<file path="src/rtl/ADDER.sv">
// 4-bit ripple-carry adder shared across the arithmetic blocks.
// The carry chain runs LSB to MSB, one full-adder stage per bit.
module ADDER (
   input  logic [3:0] A,
   input  logic [3:0] B,
   input  logic       CI,
   output logic [3:0] S,
   output logic       CO
);

   always_comb begin
      logic c;
      S = '0;
      c = CI;
      for (int i = 0; i < 4; i++) begin
         S[i] = A[i] ^ B[i] ^ c;
         c    = (A[i] & B[i]) | (c & (A[i] ^ B[i]));
      end
      CO = c;
   end

endmodule

</file>
<file path="src/rtl/mul_sequencer.sv">
// Sequential 4x4 unsigned shift-and-add multiplier over one shared ADDER.
// Four CALC iterations, then a one-cycle FIN that pulses DONE with P updated.
module mul_sequencer (
   input  logic       CLK,
   input  logic       RST_N,
   input  logic       START,
   input  logic [3:0] A,
   input  logic [3:0] B,
   output logic       BUSY,
   output logic       DONE,
   output logic [7:0] P
);

   typedef enum logic [1:0] {StIdle, StCalc, StFin} state_e;

   state_e     state_q, state_d;
   logic [3:0] mcand_q, mcand_d;
   logic [3:0] acc_q, acc_d;
   logic [3:0] mq_q, mq_d;
   logic [1:0] cnt_q, cnt_d;
   logic [7:0] p_q, p_d;

   logic [3:0] add_s;
   logic       add_co;
   logic       c;
   logic [3:0] s;

   ADDER u_adder (
      .A  (acc_q),
      .B  (mcand_q),
      .CI (1'b0),
      .S  (add_s),
      .CO (add_co)
   );

   // Partial sum for this iteration: add the multiplicand only when mq[0] is set.
   always_comb begin
      c = mq_q[0] & add_co;
      s = mq_q[0] ? add_s : acc_q;
   end

   always_comb begin
      state_d = state_q;
      mcand_d = mcand_q;
      acc_d   = acc_q;
      mq_d    = mq_q;
      cnt_d   = cnt_q;
      p_d     = p_q;
      unique case (state_q)
         StIdle: begin
            if (START) begin
               mcand_d = A;
               mq_d    = B;
               acc_d   = '0;
               cnt_d   = '0;
               state_d = StCalc;
            end
         end
         StCalc: begin
            {acc_d, mq_d} = {c, s, mq_q[3:1]};
            // 2-bit increment kept off the arithmetic path: only ADDER may add.
            cnt_d = {cnt_q[1] ^ cnt_q[0], ~cnt_q[0]};
            if (cnt_q == 2'd3) begin
               p_d     = {c, s, mq_q[3:1]};
               state_d = StFin;
            end
         end
         StFin: begin
            state_d = StIdle;
         end
         default: begin
            state_d = StIdle;
         end
      endcase
   end

   always_ff @(posedge CLK or negedge RST_N) begin
      if (!RST_N) begin
         state_q <= StIdle;
         mcand_q <= '0;
         acc_q   <= '0;
         mq_q    <= '0;
         cnt_q   <= '0;
         p_q     <= '0;
      end else begin
         state_q <= state_d;
         mcand_q <= mcand_d;
         acc_q   <= acc_d;
         mq_q    <= mq_d;
         cnt_q   <= cnt_d;
         p_q     <= p_d;
      end
   end

   assign BUSY = (state_q != StIdle);
   assign DONE = (state_q == StFin);
   assign P    = p_q;

endmodule
</file>
<file path="config.mk">
export PLATFORM = sky130hd
export DESIGN_NAME = mul_sequencer
export DESIGN_NICKNAME = d
export VERILOG_FILES = /design/src/rtl/ADDER.sv /design/src/rtl/mul_sequencer.sv
export SDC_FILE = /design/constraint.sdc
export NUM_CORES = 1
export LEC_CHECK = 0
export ABC_AREA = 1
export BUFFER_PORTS_ARGS = -buffer_cell sky130_fd_sc_hd__buf_2
export CAP_MARGIN = 15
export CORE_ASPECT_RATIO = 1.4
export CORE_MARGIN = 2
export CORE_UTILIZATION = 35
export CTS_BUF_LIST = sky130_fd_sc_hd__clkbuf_16
export DETAILED_ROUTE_END_ITERATION = 10
export GPL_TIMING_DRIVEN = 0
export PLACE_DENSITY = 0.66
export SLEW_MARGIN = 20
export SYNTH_ARGS = -nofsm -noshare
export SYNTH_HDL_FRONTEND = slang
export SYNTH_SLANG_ARGS = --single-unit
</file>
<file path="constraint.sdc">
create_clock -name CLK -period 6.9 [get_ports CLK]
set_clock_uncertainty 0.2 [all_clocks]
set_input_delay 0.345 -clock CLK [delete_from_list [all_inputs] [get_ports CLK]]
set_output_delay 0.345 -clock CLK [all_outputs]
set_load 0.01 [all_outputs]
</file>
; ---- Yosys cells after proc, flatten, opt, wreduce, memory -nomap -nowiden
; Index checks and enable logic that the tools add are counted.
[op_classes]
n_reduce_logical = 7
eq_ne = 5
n_mux = 10
n_bitwise = 20
[op_table]
columns = cell, count
row1 = $pmux 4 s2, 2
row2 = $mux 4, 3
row3 = $and 1x1->1, 8
row4 = $pmux 2 s2, 2
row5 = $reduce_and 2->1, 4
row6 = $xor 1x1->1, 8
row7 = $mux 2, 3
row8 = $eq 2x2->1 const B, 2
row9 = $ne 2x2->1 const B, 2
row10 = $reduce_bool 2->1, 2
row11 = $or 1x1->1, 3
row12 = $eq 2x1->1 const B, 1
row13 = $logic_not 2->1, 1
row14 = $not 1->1, 1
[totals]
word_cells = 48
in_bits = 11
reg_bits = 24
out_inout_bits = 10

; ---- Longest topological paths before layout
; Gate-level depths: netlist of the first run.
[depth]
word_depth = 9
mapped_depth = 10

; ---- Hierarchy
; Synthesis of the first run repeated with hierarchy kept, for this count alone.
[hier_totals]
cells_unflattened = 143
area_unflattened_um2 = 1199.9
[modules_own_cells]
columns = mod, cells_per_inst, area_each_um2, instances
row1 = mul_sequencer, 129, 1082.3, 1
row2 = ADDER, 14, 117.6, 1

; ---- Least setup slack after synthesis of the first run
; Ideal clock, no wire load.
[synth_path]
path_kind = register to register
start = reg acc_q[0]
end = reg p_q[6], in the netlist P[6]
t_arrival_ns = 1.930
setup_time_ns = 0.116
required_time_ns = 6.584
synth_period_minus_slack_ns = 2.246
slack_ns = 4.654
n_path_buf = 0
stages_incl_launch_ff = 11
cell_sequence = dfrtp_1 ha_1 inv_1 fa_1 fa_1 inv_1 fa_1 nand2_1 nand2_1 nand2_1 nand2_1
[synth_via]
elab_chain_len = 7
[synth_rtl]
columns = item, line
row1 = start: declaration, mul_sequencer.sv:18  ; logic [3:0] acc_q, acc_d;
row2 = start signal: assignment, mul_sequencer.sv:81  ; acc_q <= '0;
row3 = start signal: assignment, mul_sequencer.sv:88  ; acc_q <= acc_d;
row4 = $and 1x1->1 (2 in a row), ADDER.sv:17  ; c = (A[i] & B[i]) | (c & (A[i] ^ B[i]));
row5 = $or 1x1->1, ADDER.sv:17
row6 = $and 1x1->1, ADDER.sv:17
row7 = $or 1x1->1, ADDER.sv:17
row8 = $xor 1x1->1, ADDER.sv:16  ; S[i] = A[i] ^ B[i] ^ c;
row9 = $mux 4, mul_sequencer.sv:39  ; s = mq_q[0] ? add_s : acc_q;
row10 = end signal: assignment, mul_sequencer.sv:91  ; p_q <= p_d;
row11 = end: declaration, mul_sequencer.sv:21  ; logic [7:0] p_q, p_d;
; No other way between the ends.
; A chain may end at the register's enable or synchronous reset.

; ---- Worst setup path after layout of the first run
; Same ends and word-level chain as after synthesis.

==> results.toml, run 1 <==
[run_status]
status = "complete, no violations"

[place]
dp.cells = 194
gp_congestion = 0.768
dp_slack_ns = 4.50
hpwlAfterDp_um = 1740
port_buffers = 20

[grt]
antenna_found_initial = 0
grt_remaining_overflow = 0
grt_pass1_wl_um = 4110
grt_pass1_vias = 937
grt_max_degree = 25
track_usage = 0.148

[sta]
slew_headroom = 0.645
tightest_slew_ns = 0.532
slew_violations = 0
finalCritPeriodShare = 0.350
tns_ns = 0
setup_violations = 0
period_needed_ns = 2.42
rsz0062_at_grt = "no"
report.final.hold_viol_count = 0
fmax_mhz = 414
worst_slack_ns = 4.48

[floorplanning]
fp.dieW_um = 53.4
num_io_pins = 21
start_util = 0.361
die-area_um2 = 3910
rows = 25
core_area_um2 = 3320
die_height_um = 73.2

[detailed_routing]
drtAntennaViolNets = 0
viasPerCell = 4.54
drc = 0
drt_iter0_markers = 17
num_vias = 903
wl_um = 2310
dr.pass1.iters = 4
avgRoutedWirePerCell_um = 11.6

[pwr]
ir_drop_v = 0.000181
powerDensity_nw_per_um2 = 446
total_power_uw = 640
power.leakage_nw = 0.765

[cells_and_area]
drive_gt1_frac = 0.277
layout_common_cells = "nand2_1 (60), dfrtp_1 (24), buf_2 (21), inv_1 (10), nand3_1 (9)"
fin_nets = 176
insertedDiodeCount = 0
layout_commonest_cell = "nand2_1"
layoutNonFillerInstCount = 199
synthToLayoutAreaGrowth_pct = 20.0

[worst_hold_path]
worstHoldStart = "A[0]"
hold_class = "primary input to flop"

[logic_synthesis]
synth-warning-count = 0
ys_types = 17
synth_nets = 150
synth_cells = 134
synth-seq-cells = 24
netlist_area_um2 = 1200
yosysSeqAreaShare = 0.502
syn-mean-instance-area_um2 = 8.94

[clocking]
path_clk_slew_ns = 0.06
numClockSinks = 24
insertion_delay_ns = 0.26
htreeDepth = 1
cts_tree = "built"
clockBufferDepth = 2
post-cts-setup-buffer-count = 0
cts_root_buf = "clkbuf_16"
cts_buffers = 3

[worst_setup_path]
crit_fanout = 3
setup.worst_path.class = "flop to flop"
critPathLaunchType = "flop"
crit_path_end_kind = "flop"
critPathLaunch = "acc_q[0]$_DFFE_PN0P_"
rr_startpoint = "acc_q[0]$_DFFE_PN0P_"
critical_path_required_ns = 6.85
cp_common_cell = "nand2_1"
crit_chain = "ha_1 > inv_1 > fa_1 > fa_1 > inv_1 > fa_1 > nand2_1 > nand2_1 > nand2_1 > nand2_1"
cp.arrival_ns = 2.37
slowest_stage = "dfrtp_1"
slowest_delay_ns = 0.40
critical_path_buf_inv_count = 2
cp_top_family = "adder cells"

[flow_run]
cap_violations = 0
## where the power goes
part | leakage (nW) | switching, mW | internal [mW]
sequential | 0.306 | 0.0373 | 0.198
clock | 0.0385 | 0.0487 | 0.0775
combinational | 0.420 | 0.171 | 0.108
## path summary, 6_finish.rpt
kind | end | slack, ns | cells past startpoint
max in group asynchronous | P[7]$_DFFE_PN0P_ | 5.75 | 2
worst min register to register | P[3]$_DFFE_PN0P_ | 0.27 | 2
min in group asynchronous | mq_q[2]$_DFFE_PN0P_ | 0.39 | 2
worst min-delay path | mcand_q[0]$_DFFE_PN0P_ | 0.11 | 3
worst max register to register | P[6]$_DFFE_PN0P_ | 4.48 | 10
worst max-delay path | P[6]$_DFFE_PN0P_ | 4.48 | 10
## Yosys cell counts, drive strengths merged
| cell | count | area share |
|---|---|---|
| nand2 | 65 | 0.22 |
| o21ai | 11 | 0.068 |
| buf | 4 | 0.032 |
| ha | 2 | 0.021 |
| nand3 | 9 | 0.038 |
| fa | 3 | 0.050 |
| inv | 12 | 0.040 |
| nor2 | 4 | 0.031 |
| dfrtp | 24 | 0.50 |
## state kept, by name (all words and copies together) (netlist names)
register and flops:
mcand_q 4, state_q 2, cnt_q 2, P 8, acc_q 4, mq_q 4
## worst min-delay path, cell delays in order
cell     delay, ns
buf_2         0.07
nand3_1       0.06
nand2_1       0.06
## metal layers
| metal | share of wire | global-route usage | up-vias |
|---|---|---|---|
| met2 | 0.49 | 0.230 | 17 |
| li1 | - | - | 460 |
| met3 | 0.030 | 0.0246 | 5 |
| met4 | 0.032 | 0.0940 | 0 |
| met5 | 0 | 0 | - |
| met1 | 0.44 | 0.185 | 421 |
## cell families (layout without fill, tap and decap cells)
family                   after synthesis  count (layout)  synth area share
AO/OA/AOI/OAI                         11              11            0.0679
AND/OR/NAND/NOR                       78              78             0.287
flip-flops                            24              24             0.502
adder cells (fa/ha/maj)                5               5            0.0711
buffers and inverters                 16              41            0.0721
## timing repair
action / in CTS / in global routing
hold buffers: 1 / 0
setup endpoints to repair: 0 / 0
gates resized for setup: 0 / 0
hold endpoints to repair: 24 / 0
## layout make-up
cell class,instances,area [um2]
clock inverters,1,3.75
well taps,40,50.0
multi-input cells,94,510
inverters,12,47.5
plain buffers,4,38.8
flip-flops and latches,24,601
clock buffers,3,75.1
fillers,343,1880
repair buffers,21,110
## stage by stage
step	cell area, um2	hold slack, ns	util
2_1_floorplan	1200	-0.151	-
3_3_place_gp	1350	0.147	0.406
3_5_place_dp	1350	0.161	0.406
4_1_cts	1440	0.110	0.433
5_1_grt	1440	0.120	0.433
6_report	1440	0.114	0.433
No activity file was read; power rests on OpenSTA's default activity.
==> inputs of run 2 (changes only) <==
clock period = 2.4 ns   (was 6.9 ns; I/O delays follow)
==> run 2 against run 1 <==
Against the previous run:
- via count increased by 7.2%
- cell count increased by 6.5%
- largest power group unchanged
- largest cell class unchanged
- clock-buffer cell count unchanged
- combinational power increased to 3.1 times the previous value
==> results.toml, run 2 (synthesized netlist as in run 1, its figures left out) <==
[worst_setup_path]
crit_fanout = 2
crit_path_end_kind = "flop"
critPathLaunchType = "flop"
critical_path_required_ns = 2.35
setup.worst_path.class = "flop to flop"
cp.arrival_ns = 2.22
critPathLaunch = "mcand_q[0]$_DFFE_PN0P_"
rr_startpoint = "mcand_q[0]$_DFFE_PN0P_"

[grt]
antenna_found_initial = 0
grt_pass1_vias = 1018
grt_remaining_overflow = 0
grt_max_degree = 25
track_usage = 0.153
grt_pass1_wl_um = 4290

[place]
port_buffers = 20
dp.cells = 194
gp_congestion = 0.768
hpwlAfterDp_um = 1740

[floorplanning]
die-area_um2 = 3910
fp.dieW_um = 53.4
core_area_um2 = 3320
rows = 25
start_util = 0.361
num_io_pins = 21
die_height_um = 73.2

[clocking]
clockBufferDepth = 2
cts_tree = "built"
numClockSinks = 24
htreeDepth = 1
insertion_delay_ns = 0.26
path_clk_slew_ns = 0.06
cts_root_buf = "clkbuf_16"
cts_buffers = 3

[sta]
fmax_mhz = 440
slew_headroom = 0.646
period_needed_ns = 2.27
tns_ns = 0
whs_ns = 0.00521
rsz0062_at_grt = "no"
tightest_slew_ns = 0.531
setup_violations = 0
finalCritPeriodShare = 0.946
report.final.hold_viol_count = 0
slew_violations = 0

[flow_run]
cap_violations = 0

[detailed_routing]
drc = 0
num_vias = 968
avgRoutedWirePerCell_um = 11.3
wl_um = 2400
drt_iter0_markers = 13
viasPerCell = 4.57
dr.pass1.iters = 4
drtAntennaViolNets = 0

[cells_and_area]
fin_nets = 189
layout_common_cells = "nand2_1 (57), dfrtp_1 (24), buf_2 (21), dlygate4sd3_1 (13)"
layoutNonFillerInstCount = 212
insertedDiodeCount = 0
layout_commonest_cell = "nand2_1"
drive_gt1_frac = 0.302
synthToLayoutAreaGrowth_pct = 31.9
largest_register_ff_count = 8

[pwr]
power.leakage_nw = 0.807
ir_drop_v = 0.000527
powerDensity_nw_per_um2 = 1200
total_power_mw = 1.90

[worst_hold_path]
hold_class = "primary input to flop"
worstHoldStart = "START"

[run_status]
status = "complete, no violations"
run 2: changes by cell type in the layout (fill, tap and decap cells not counted), sizes merged:
cell         change
buf              +1
dlygate4sd3     +12
run 2: final timing paths:
| check | slack, ns | cells after the start | endpoint |
|---|---|---|---|
| hold / removal | 0.005 | 3 | mq_q[3]$_DFFE_PN0P_ |
| min in group asynchronous | 0.17 | 2 | mq_q[2]$_DFFE_PN0P_ |
| setup reg to reg | 0.13 | 10 | acc_q[2]$_DFFE_PN0P_ |
| max in group asynchronous | 1.47 | 2 | P[7]$_DFFE_PN0P_ |
| hold reg to reg | 0.27 | 2 | P[3]$_DFFE_PN0P_ |
| setup / recovery | 0.13 | 10 | acc_q[2]$_DFFE_PN0P_ |
run 2: repair_timing:
action                     4_1_cts  5_1_grt
pin swaps                        0        1
hold buffers                    13        0
setup buffers                    1        0
gates resized for setup          0        7
setup endpoints to repair        2        2
gates cloned                     0        0
hold endpoints to repair        32        0
run 2: report_power, final:
| part | internal [mW] | switching (mW) | total, mW |
|---|---|---|---|
| Sequential | 0.569 | 0.105 | 0.673 |
| Clock | 0.223 | 0.140 | 0.363 |
| Combinational | 0.348 | 0.511 | 0.860 |
run 2: worst max-delay path, stage by stage, from the launching register on:
cell     delay (ns)
dfrtp_1        0.37
ha_2           0.17
inv_1          0.05
fa_2           0.33
fa_2           0.34
inv_2          0.06
fa_1           0.38
nand2_1        0.08
nand2_2        0.07
nand2_1        0.06
nand2_1        0.05
run 2: routing by layer:
metal,track usage,share of wire,vias up
li1,-,-,486
met5,0,0,-
met2,0.250,0.50,19
met4,0.0940,0.031,0
met1,0.185,0.43,458
met3,0.0246,0.030,5
run 2: area by class of cell:
cell class,count,area (um2)
Inverter,12,47.5
Fill cell,327,1740
Sequential cell,24,601
Multi-Input combinational cell,94,526
Tap cell,40,50.0
Timing Repair Buffer,34,238
Clock buffer,3,75.1
Clock inverter,1,3.75
Buffer,4,38.8
run 2: stage by stage:
step,setup WS (ns),utilization,area (um2)
2_1_floorplan,0.154,-,1200
3_3_place_gp,0.0576,0.406,1350
6_report,0.130,0.476,1580
3_5_place_dp,-0.00109,0.406,1350
5_1_grt,0.00428,0.476,1580
4_1_cts,0.0195,0.472,1560
==> inputs of run 3 (changes only) <==
CELL_PAD_IN_SITES_DETAIL_PLACEMENT = 1   (was not set)
CELL_PAD_IN_SITES_GLOBAL_PLACEMENT = 1   (was not set)
PLACE_DENSITY = 0.8   (was 0.66)
==> run 3 against run 2 <==
Against the previous run:
- first-iteration DRC count decreased by 54%
- setup slack got worse by 0.0095 ns
- clock-buffer cell count did not move
- total power up 1.7%
- register-to-register slack about the same
- wire length rose by 18%
- cell count did not move
- critical path depth unchanged
- global-route usage grew 2.0 points
- clock power is 1% lower
- critical path type unchanged
- largest cell class unchanged
==> results.toml, run 3 (synthesized netlist as in run 1, its figures left out) <==
[floorplanning]
rows = 25
core_area_um2 = 3320
num_io_pins = 21
fp.dieW_um = 53.4
die_height_um = 73.2
die-area_um2 = 3910
start_util = 0.361

[sta]
rsz0062_at_grt = "no"
slew_violations = 0
slew_headroom = 0.648
finalCritPeriodShare = 0.950
fmax_mhz = 439
tightest_slew_ns = 0.527
tns_ns = 0
setup_violations = 0
period_needed_ns = 2.28
report.final.hold_viol_count = 0

[grt]
track_usage = 0.173
grt_pass1_vias = 1127
grt_pass1_wl_um = 5000
antenna_found_initial = 0
grt_remaining_overflow = 0
grt_max_degree = 25

[worst_setup_path]
cp-endpoint = "acc_q[2]$_DFFE_PN0P_"
slowest_stage = "fa_1"
setup.worst_path.class = "flop to flop"
rr_worst_depth = 10
rr_startpoint = "acc_q[0]$_DFFE_PN0P_"
cp.depth = 10
crit_fanout = 2
critical_path_required_ns = 2.34
crit_chain = "ha_2 > inv_1 > fa_2 > fa_2 > inv_2 > fa_1 > nand2_1 > nand2_2 > nand2_1 > nand2_1"
cp.arrival_ns = 2.22
rrSetupSlack_ns = 0.12
critPathLaunch = "acc_q[0]$_DFFE_PN0P_"
crit_path_end_kind = "flop"
reg2reg_to = "acc_q[2]$_DFFE_PN0P_"
critPathLaunchType = "flop"
critical_path_buf_inv_count = 2
cp_top_family = "adder cells"
slowest_delay_ns = 0.38
cp_common_cell = "nand2_1"

[clocking]
insertion_delay_ns = 0.25
cts_buffers = 3
clockBufferDepth = 2
cts_root_buf = "clkbuf_16"
path_clk_slew_ns = 0.06
cts_tree = "built"
numClockSinks = 24
htreeDepth = 1

[cells_and_area]
seq_area_um2 = 601
fin_area_um2 = 1570
largest_register_ff_count = 8
layoutNonFillerInstCount = 212
layout_common_cells = "nand2_1 (59), dfrtp_1 (24), buf_2 (21), dlygate4sd3_1 (12)"
fillerInstances = 421
synthToLayoutAreaGrowth_pct = 31.2
layout_commonest_cell = "nand2_1"
drive_gt1_frac = 0.297
fin_util = 0.474
fin_nets = 189
multi_input_area_um2 = 520
insertedDiodeCount = 0

[pwr]
powerDensity_nw_per_um2 = 1230
ir_drop_v = 0.000529
power.leakage_nw = 0.810

[detailed_routing]
dr.pass1.iters = 2
viasPerCell = 4.66
wl_um = 2840
avgRoutedWirePerCell_um = 13.4
drt_iter0_markers = 6
drtAntennaViolNets = 0
num_vias = 987
drc = 0

[worst_hold_path]
min_path_cells = 3
hold_class = "primary input to flop"

[place]
hpwlAfterDp_um = 2140
placed_area_um2 = 1350
dp.cells = 194
gp_congestion = 0.759
port_buffers = 20

[run_status]
status = "complete, no violations"

[flow_run]
cap_violations = 0
run 3: changes by cell type in the layout (fill, tap and decap cells not counted):
| cell | delta |
|---|---|
| buf_4 | +1 |
| dlygate4sd3_1 | -1 |
| nand2_1 | +2 |
| nand2_2 | -2 |
run 3: worst min path at each step:
stage               startpoint                     end  slack, ns
global placement         RST_N    acc_q[0]$_DFFE_PN0P_      -0.08
finish                   START  mcand_q[1]$_DFFE_PN0P_       0.01
global route             START  mcand_q[1]$_DFFE_PN0P_       0.04
CTS                      START  mcand_q[1]$_DFFE_PN0P_       0.03
floorplan                RST_N        P[0]$_DFFE_PN0P_      -0.38
detailed placement       RST_N        P[4]$_DFFE_PN0P_      -0.06
run 3: routing by layer:
metal	vias to the layer above	GRT usage	wire, um
met2	11	0.317	1610
met5	-	0	0
li1	489	-	-
met1	485	0.210	1150
met3	2	0.0246	65
met4	0	0.0342	13
run 3: worst reg2reg max path: cells and delay by family, from the launching register on:
family	cells	cell delay, ns
adder cells (fa/ha/maj)	4	1.21
flip-flops	1	0.36
AND/OR/NAND/NOR	4	0.29
buffers and inverters	2	0.11
run 3: timing repair:
| item | 4_1_cts | 5_1_grt |
|---|---|---|
| endpoints found under the hold margin | 32 | 0 |
| endpoints found under the setup margin | 2 | 2 |
| hold buffers | 12 | 0 |
| setup buffers | 1 | 1 |
| pin swaps | 0 | 1 |
| gates cloned | 0 | 0 |
| resized for setup | 0 | 5 |
run 3: cell type report:
class / count / area share
Buffer: 4 / 0.0247
Clock buffer: 3 / 0.0478
Clock inverter: 1 / 0.00239
Inverter: 12 / 0.0303
Multi-Input combinational cell: 94 / 0.331
Sequential cell: 24 / 0.382
Tap cell: 40 / 0.0318
Timing Repair Buffer: 34 / 0.150
run 3: per-stage QoR:
stage	setup WS (ns)	power, mW	hold slack, ns
after floorplan	0.154	1.27	-0.376
after global placement	0.0513	1.46	-0.0786
after detailed placement	-0.00960	1.54	-0.0626
after CTS	0.00519	1.94	0.0310
after global routing	0.00746	2.11	0.0393
final	0.120	1.93	0.0137
run 3: power by group:
| group | switching, mW | leakage, nW | internal (mW) |
|---|---|---|---|
| clock network | 0.136 | 0.0385 | 0.222 |
| registers | 0.107 | 0.306 | 0.568 |
| logic | 0.543 | 0.465 | 0.353 |
